<file path="config.mk">
export PLATFORM = sky130hd
export DESIGN_NAME = bt_cmd_scheduler
export DESIGN_NICKNAME = d
export VERILOG_FILES = /design/src/rtl/bt_cmd_scheduler.sv
export SDC_FILE = /design/constraint.sdc
export NUM_CORES = 1
export LEC_CHECK = 0
export ABC_AREA = 1
export CAP_MARGIN = 20
export CORE_ASPECT_RATIO = 0.9
export CORE_MARGIN = 3
export CORE_UTILIZATION = 49
export CTS_CLUSTER_DIAMETER = 100
export DETAILED_ROUTE_END_ITERATION = 10
export GPL_TIMING_DRIVEN = 0
export PLACE_DENSITY = 0.71
export SYNTH_ARGS = -nofsm -noshare
export SYNTH_HDL_FRONTEND = slang
export SYNTH_SLANG_ARGS = --single-unit
</file>
<file path="constraint.sdc">
create_clock -name clk -period 3.95 [get_ports clk]
set_clock_uncertainty 0.2 [all_clocks]
set_input_delay 0.79 -clock clk [delete_from_list [all_inputs] [get_ports clk]]
set_output_delay 0.79 -clock clk [all_outputs]
set_load 0.005 [all_outputs]
</file>
<file path="src/rtl/bt_cmd_scheduler.sv">
// Bluetooth command scheduler: decodes UART command bytes into a small FIFO
// and dispatches at most one direction per player (plus ghost requests) per game tick.
module bt_cmd_scheduler #(
    parameter int DEPTH = 4,
    parameter int CNT_W = 8
) (
    input  logic                     clk,
    input  logic                     reset,
    input  logic [7:0]               rx_byte,
    input  logic                     rx_valid,
    input  logic                     tick,
    input  logic                     play,
    output logic [3:0]               p1_btn_n,
    output logic [3:0]               p2_btn_n,
    output logic [1:0]               ghost_req,
    output logic [$clog2(DEPTH):0]   fifo_count,
    output logic                     overflow,
    output logic [CNT_W-1:0]         drop_cnt
);

    localparam int AW = $clog2(DEPTH);
    localparam int CW = AW + 1;
    localparam logic [CW-1:0] DEPTH_C = CW'(DEPTH);

    // Direction codes double as bit positions in the {left,right,up,down} bus,
    // so opposite directions differ only in bit 0.
    localparam logic [1:0] D_DOWN  = 2'd0;
    localparam logic [1:0] D_UP    = 2'd1;
    localparam logic [1:0] D_RIGHT = 2'd2;
    localparam logic [1:0] D_LEFT  = 2'd3;

    typedef struct packed {
        logic       player;
        logic       ghost;
        logic [1:0] dir;
    } cmd_t;

    typedef enum logic [1:0] {IDLE, DISPATCH, COMMIT} state_t;

    cmd_t               mem_q [DEPTH];
    logic [AW-1:0]      wr_q, wr_d, rd_q, rd_d;
    logic [CW-1:0]      count_q, count_d, exam_q, exam_d;
    logic               rx_valid_q;
    logic               overflow_q, overflow_d;
    logic [CNT_W-1:0]   drop_q, drop_d;
    state_t             state_q, state_d;
    logic               pend_q, pend_d;
    logic [1:0]         served_q, served_d, ghost_q, ghost_d;
    logic [1:0][1:0]    staged_q, staged_d, last_dir_q, last_dir_d;
    logic [1:0]         last_vld_q, last_vld_d;
    logic [3:0]         p1_q, p1_d, p2_q, p2_d;
    logic [1:0]         ghost_req_q, ghost_req_d;

    cmd_t               dec, head;
    logic               dec_ok, accept, push, pop, full, empty;
    logic [1:0]         drop_inc;
    logic [CNT_W:0]     drop_sum;

    assign accept = rx_valid & ~rx_valid_q;
    assign head   = mem_q[rd_q];
    assign full   = (count_q == DEPTH_C);
    assign empty  = (count_q == '0);

    always_comb begin
        dec_ok = 1'b1;
        dec    = '0;
        case (rx_byte)
            8'h01:   dec = {1'b0, 1'b0, D_DOWN};
            8'h02:   dec = {1'b0, 1'b0, D_RIGHT};
            8'h03:   dec = {1'b0, 1'b0, D_LEFT};
            8'h04:   dec = {1'b0, 1'b0, D_UP};
            8'h05:   dec = {1'b1, 1'b0, D_UP};
            8'h06:   dec = {1'b1, 1'b0, D_LEFT};
            8'h07:   dec = {1'b1, 1'b0, D_RIGHT};
            8'h08:   dec = {1'b1, 1'b0, D_DOWN};
            8'h09:   dec = {1'b0, 1'b1, 2'd0};
            8'h00:   dec = {1'b1, 1'b1, 2'd0};
            default: dec_ok = 1'b0;
        endcase
    end

    always_comb begin
        state_d     = state_q;
        pend_d      = pend_q;
        served_d    = served_q;
        staged_d    = staged_q;
        ghost_d     = ghost_q;
        exam_d      = exam_q;
        last_vld_d  = last_vld_q;
        last_dir_d  = last_dir_q;
        p1_d        = p1_q;
        p2_d        = p2_q;
        ghost_req_d = '0;
        overflow_d  = overflow_q;
        rd_d        = rd_q;
        wr_d        = wr_q;
        count_d     = count_q;
        pop         = 1'b0;
        push        = 1'b0;
        drop_inc    = '0;

        if (!play) begin
            state_d    = IDLE;
            pend_d     = 1'b0;
            last_vld_d = '0;
            p1_d       = 4'hF;
            p2_d       = 4'hF;
            rd_d       = '0;
            wr_d       = '0;
            count_d    = '0;
        end else begin
            case (state_q)
                IDLE: begin
                    if (tick || pend_q) begin
                        state_d  = DISPATCH;
                        pend_d   = 1'b0;
                        served_d = '0;
                        ghost_d  = '0;
                        exam_d   = '0;
                    end
                end
                DISPATCH: begin
                    if (tick) pend_d = 1'b1;
                    // A second direction for a served player blocks the head until next tick.
                    if (empty || exam_q == DEPTH_C || (!head.ghost && served_q[head.player])) begin
                        state_d = COMMIT;
                    end else begin
                        pop    = 1'b1;
                        exam_d = exam_q + 1'b1;
                        if (head.ghost) begin
                            ghost_d[head.player] = 1'b1;
                        end else if (last_vld_q[head.player] &&
                                     head.dir == (last_dir_q[head.player] ^ 2'b01)) begin
                            drop_inc = 2'd1;
                        end else begin
                            served_d[head.player] = 1'b1;
                            staged_d[head.player] = head.dir;
                        end
                    end
                end
                COMMIT: begin
                    if (tick) pend_d = 1'b1;
                    state_d     = IDLE;
                    ghost_req_d = ghost_q;
                    p1_d = served_q[0] ? ~(4'b0001 << staged_q[0]) : 4'hF;
                    p2_d = served_q[1] ? ~(4'b0001 << staged_q[1]) : 4'hF;
                    if (served_q[0]) begin
                        last_vld_d[0] = 1'b1;
                        last_dir_d[0] = staged_q[0];
                    end
                    if (served_q[1]) begin
                        last_vld_d[1] = 1'b1;
                        last_dir_d[1] = staged_q[1];
                    end
                end
                default: state_d = IDLE;
            endcase

            if (accept) begin
                if (!dec_ok) begin
                    drop_inc = drop_inc + 2'd1;
                end else if (full && !pop) begin
                    overflow_d = 1'b1;
                    drop_inc   = drop_inc + 2'd1;
                end else begin
                    push = 1'b1;
                end
            end

            if (push) wr_d = wr_q + 1'b1;
            if (pop)  rd_d = rd_q + 1'b1;
            count_d = count_q + CW'(push) - CW'(pop);
        end

        drop_sum = {1'b0, drop_q} + (CNT_W+1)'(drop_inc);
        drop_d   = drop_sum[CNT_W] ? '1 : drop_sum[CNT_W-1:0];
    end

    always_ff @(posedge clk) begin
        if (push) mem_q[wr_q] <= dec;
    end

    always_ff @(posedge clk or negedge reset) begin
        if (!reset) begin
            rx_valid_q  <= 1'b0;
            wr_q        <= '0;
            rd_q        <= '0;
            count_q     <= '0;
            exam_q      <= '0;
            overflow_q  <= 1'b0;
            drop_q      <= '0;
            state_q     <= IDLE;
            pend_q      <= 1'b0;
            served_q    <= '0;
            staged_q    <= '0;
            ghost_q     <= '0;
            last_vld_q  <= '0;
            last_dir_q  <= '0;
            p1_q        <= 4'hF;
            p2_q        <= 4'hF;
            ghost_req_q <= '0;
        end else begin
            rx_valid_q  <= rx_valid;
            wr_q        <= wr_d;
            rd_q        <= rd_d;
            count_q     <= count_d;
            exam_q      <= exam_d;
            overflow_q  <= overflow_d;
            drop_q      <= drop_d;
            state_q     <= state_d;
            pend_q      <= pend_d;
            served_q    <= served_d;
            staged_q    <= staged_d;
            ghost_q     <= ghost_d;
            last_vld_q  <= last_vld_d;
            last_dir_q  <= last_dir_d;
            p1_q        <= p1_d;
            p2_q        <= p2_d;
            ghost_req_q <= ghost_req_d;
        end
    end

    assign p1_btn_n   = p1_q;
    assign p2_btn_n   = p2_q;
    assign ghost_req  = ghost_req_q;
    assign fifo_count = count_q;
    assign overflow   = overflow_q;
    assign drop_cnt   = drop_q;

endmodule

</file>
==> reports/qor.csv <==
metric;value;unit
synthMuxAreaShare;0;%
area_growth;21.7;%
cts_tree;done;
diodes;0;
synthCells;396;
grt_max_degree;26;
r2r_start;rd_q[0];
vias;2613;
drc;0;
synthTopCellsByArea;dfrtp_1 (29%), edfxtp_1 (14%), nand2_1 (10%);
cts.sinks;63;
hold_class;input pin to async pin;
synth_adder_area_share;6.80;%
ir_drop;0.000341;V
synth_most_common_cell;nand2_1;
fin_ws;0.260;ns
r2r_end;drop_cnt[5];
stdcell_count;537;
grt_overflow;0;
required;4.02;ns
coreArea;0.00638;sq mm
r2r_slack;0.29;ns
critPathKind;input pin to flop;
start_util;52.5;%
wl_per_cell;12.4;um
yosys.area_share.simple;25.2;%
ys.flop_type;dfrtp_1;
drv_slew;0;
max_clock_freq;271;MHz
cts_root_buffer;clkbuf_8;
power;2.05;mW
regArea;0.00167;sq mm
io_pins;35;
worst_pin_slew;0.612;ns
place_congestion;0.805;
maxCapViolCount;0;
grt_use_met3;6.54;%
synth_compound_area_share;8.33;%
critPathLaunchType;input pin;
antenna_found_initial;0;
fillers;523;
met2_usage;29.4;%
yosys_register_bits;63;
die_x;93.2;um
synth_xor_area_share;0.784;%
clock_latency;0.34;ns
timing.final.crit_share;93.4;%
synth_top_area_share;29.1;%
synth_nets;426;
cp-startpoint;rx_byte[1];
cts_buffers;9;
drt_pre_antenna_iters;4;
final_cell_area;0.00408;sq mm
finalWirelength;6.64;mm
die_h;84.5;um
clk_pin_slew;0.07;ns
busiest_layer;met2;
hold_viol;0;
use_met1;24.8;%
grt_pass1_wl;11.6;mm
clockBufferDepth;2;
min_period;3.69;ns
nets;475;
status;finished, final reports clean;
critPathArrivalTime;3.76;ns
ys_warn_count;0;
grt_pass1_vias;2552;
avgViaCountPerCell;4.87;
ctsHoldBuffers;0;
drtAntennaViolNets;0;
power.leakage;1.93;nW
dpl_cell_area;0.00382;sq mm
crit_end;drop_cnt[5];
async_flop_share;74.6;%
placedCellCount;518;
synth_common_cells;nand2_1 (89), inv_1 (70), dfrtp_1 (39), nor2_1 (39), nand3_1 (20);
drive_gt1_share;12.7;%
dp_hpwl;4.98;mm
gr-usage-all-layers;18.8;%
synth_edf_count;16;
p_per_area;502;mW/mm^2
syn_area_per_cell;8.46;sq um
syn_area;0.00335;sq mm
multi_input_area;0.00143;sq mm
std_cell_rows;27;
synth.largest_area_cell;dfrtp_1;
crit_path_end_kind;flop;
seq_area_frac_synth;49.7;%
reg2regPathDepth;24;
setup_viol;0;
synth_top_family_by_area;simple AND/OR/NAND/NOR gates;
h-tree-depth;3;
yosysUniqueCellTypes;33;
place_ws;-0.428;ns
cp_max_fo;6;
drtIter0Drc;154;
portBuffers;34;
dieArea;0.00787;sq mm
slew_headroom;59.2;%
-- how the worst min path moves through the flow --
| stage | cells after the start | slack, ns | endpoint |
|---|---|---|---|
| floorplan | 2 | 0.24 | served_q[1] |
| CTS | 1 | 0.26 | staged_q[1] |
| global route | 1 | 0.28 | last_dir_q[1] |
| global placement | 2 | 0.26 | served_q[1] |
| detailed placement | 1 | 0.27 | overflow |
| finish | 1 | 0.25 | served_q[1] |
-- placed cells by master, fill, tap and decap left out, types with 2 or more instances in the layout --
| cell type | n |
|---|---|
| a21oi_1 | 15 |
| a31oi_1 | 6 |
| buf_2 | 2 |
| buf_4 | 4 |
| clkbuf_1 | 7 |
| clkbuf_8 | 12 |
| clkdlybuf4s50_1 | 33 |
| dfrtp_1 | 39 |
| dfstp_2 | 8 |
| edfxtp_1 | 16 |
| fa_1 | 2 |
| ha_1 | 14 |
| inv_1 | 70 |
| inv_2 | 3 |
| nand2_1 | 86 |
| nand2_2 | 4 |
| nand3_1 | 19 |
| nand3_2 | 5 |
| nand3_4 | 2 |
| nand3b_1 | 2 |
| nand4_1 | 10 |
| nor2_1 | 36 |
| nor2_2 | 3 |
| nor2_4 | 2 |
| nor3_1 | 11 |
| o21ai_0 | 18 |
| o21ai_1 | 3 |
| o21ai_2 | 3 |
| or2_2 | 2 |
| xnor2_1 | 2 |
-- state kept, by name, indices dropped and copies added (netlist names), 3 cells and up --
register and flops:
p1_btn_n 4, exam_q 3, fifo_count 3, last_dir_q 4
staged_q 4, drop_cnt 8, mem_q 16, p2_btn_n 4
-- logic make-up after synthesis --
logic type,count (synthesis)
DFF,63
AOI/OAI and AO/OA,49
buffers and inverters,79
xor gates and xnor gates,3
adders and majority gates,17
and+or+nand+nor,185
-- critical path, stage by stage --
cell and delay, ns:
clkdlybuf4s50_1 0.47, nor2_2 0.22, nand2_1 0.12, a21oi_4 0.20
nor2_1 0.07, nand3_1 0.17, nand3b_1 0.16, nor2_1 0.05
nor2_1 0.11, ha_2 0.18, inv_1 0.05, fa_1 0.38
or2_4 0.28, nor2_4 0.11, nand4_1 0.25, o21ai_0 0.15
-- layer usage --
| metal | share of wire [%] | vias up |
|---|---|---|
| li1 | - | 1360 |
| met1 | 47 | 1197 |
| met2 | 47 | 46 |
| met3 | 4.4 | 10 |
| met4 | 1.4 | 0 |
| met5 | 0 | - |
-- area by class of cell --
type,count,area share [%]
Sequential cell,63,40.9
Multi-Input combinational cell,254,35.0
Tap cell,87,2.67
Clock buffer,16,4.42
Buffer,6,0.859
Timing Repair Buffer,38,9.45
Inverter,73,6.72
-- metrics by stage --
stage / hold WS (ns) / TNS, ns / utilization, %
finish: 0.254 / 0 / 63.8
global route: 0.282 / -0.0543 / 63.8
CTS: 0.259 / 0 / 62.7
detailed placement: 0.267 / -3.17 / 59.9
global placement: 0.257 / -2.13 / 59.5
floorplan: 0.242 / 0 / -
-- power by group --
group          internal (mW)  switching [mW]
combinational          0.280           0.374
sequential             0.781          0.0975
clock                  0.281           0.232
-- timing repair --
action / 4_1_cts / 5_1_grt
buffers inserted: 0 / 3
pin swaps: 0 / 3
setup endpoints to repair: 8 / 8
gates resized for setup: 1 / 17
endpoints found under the hold margin: 0 / 0
(Power assumes the default switching activity.)
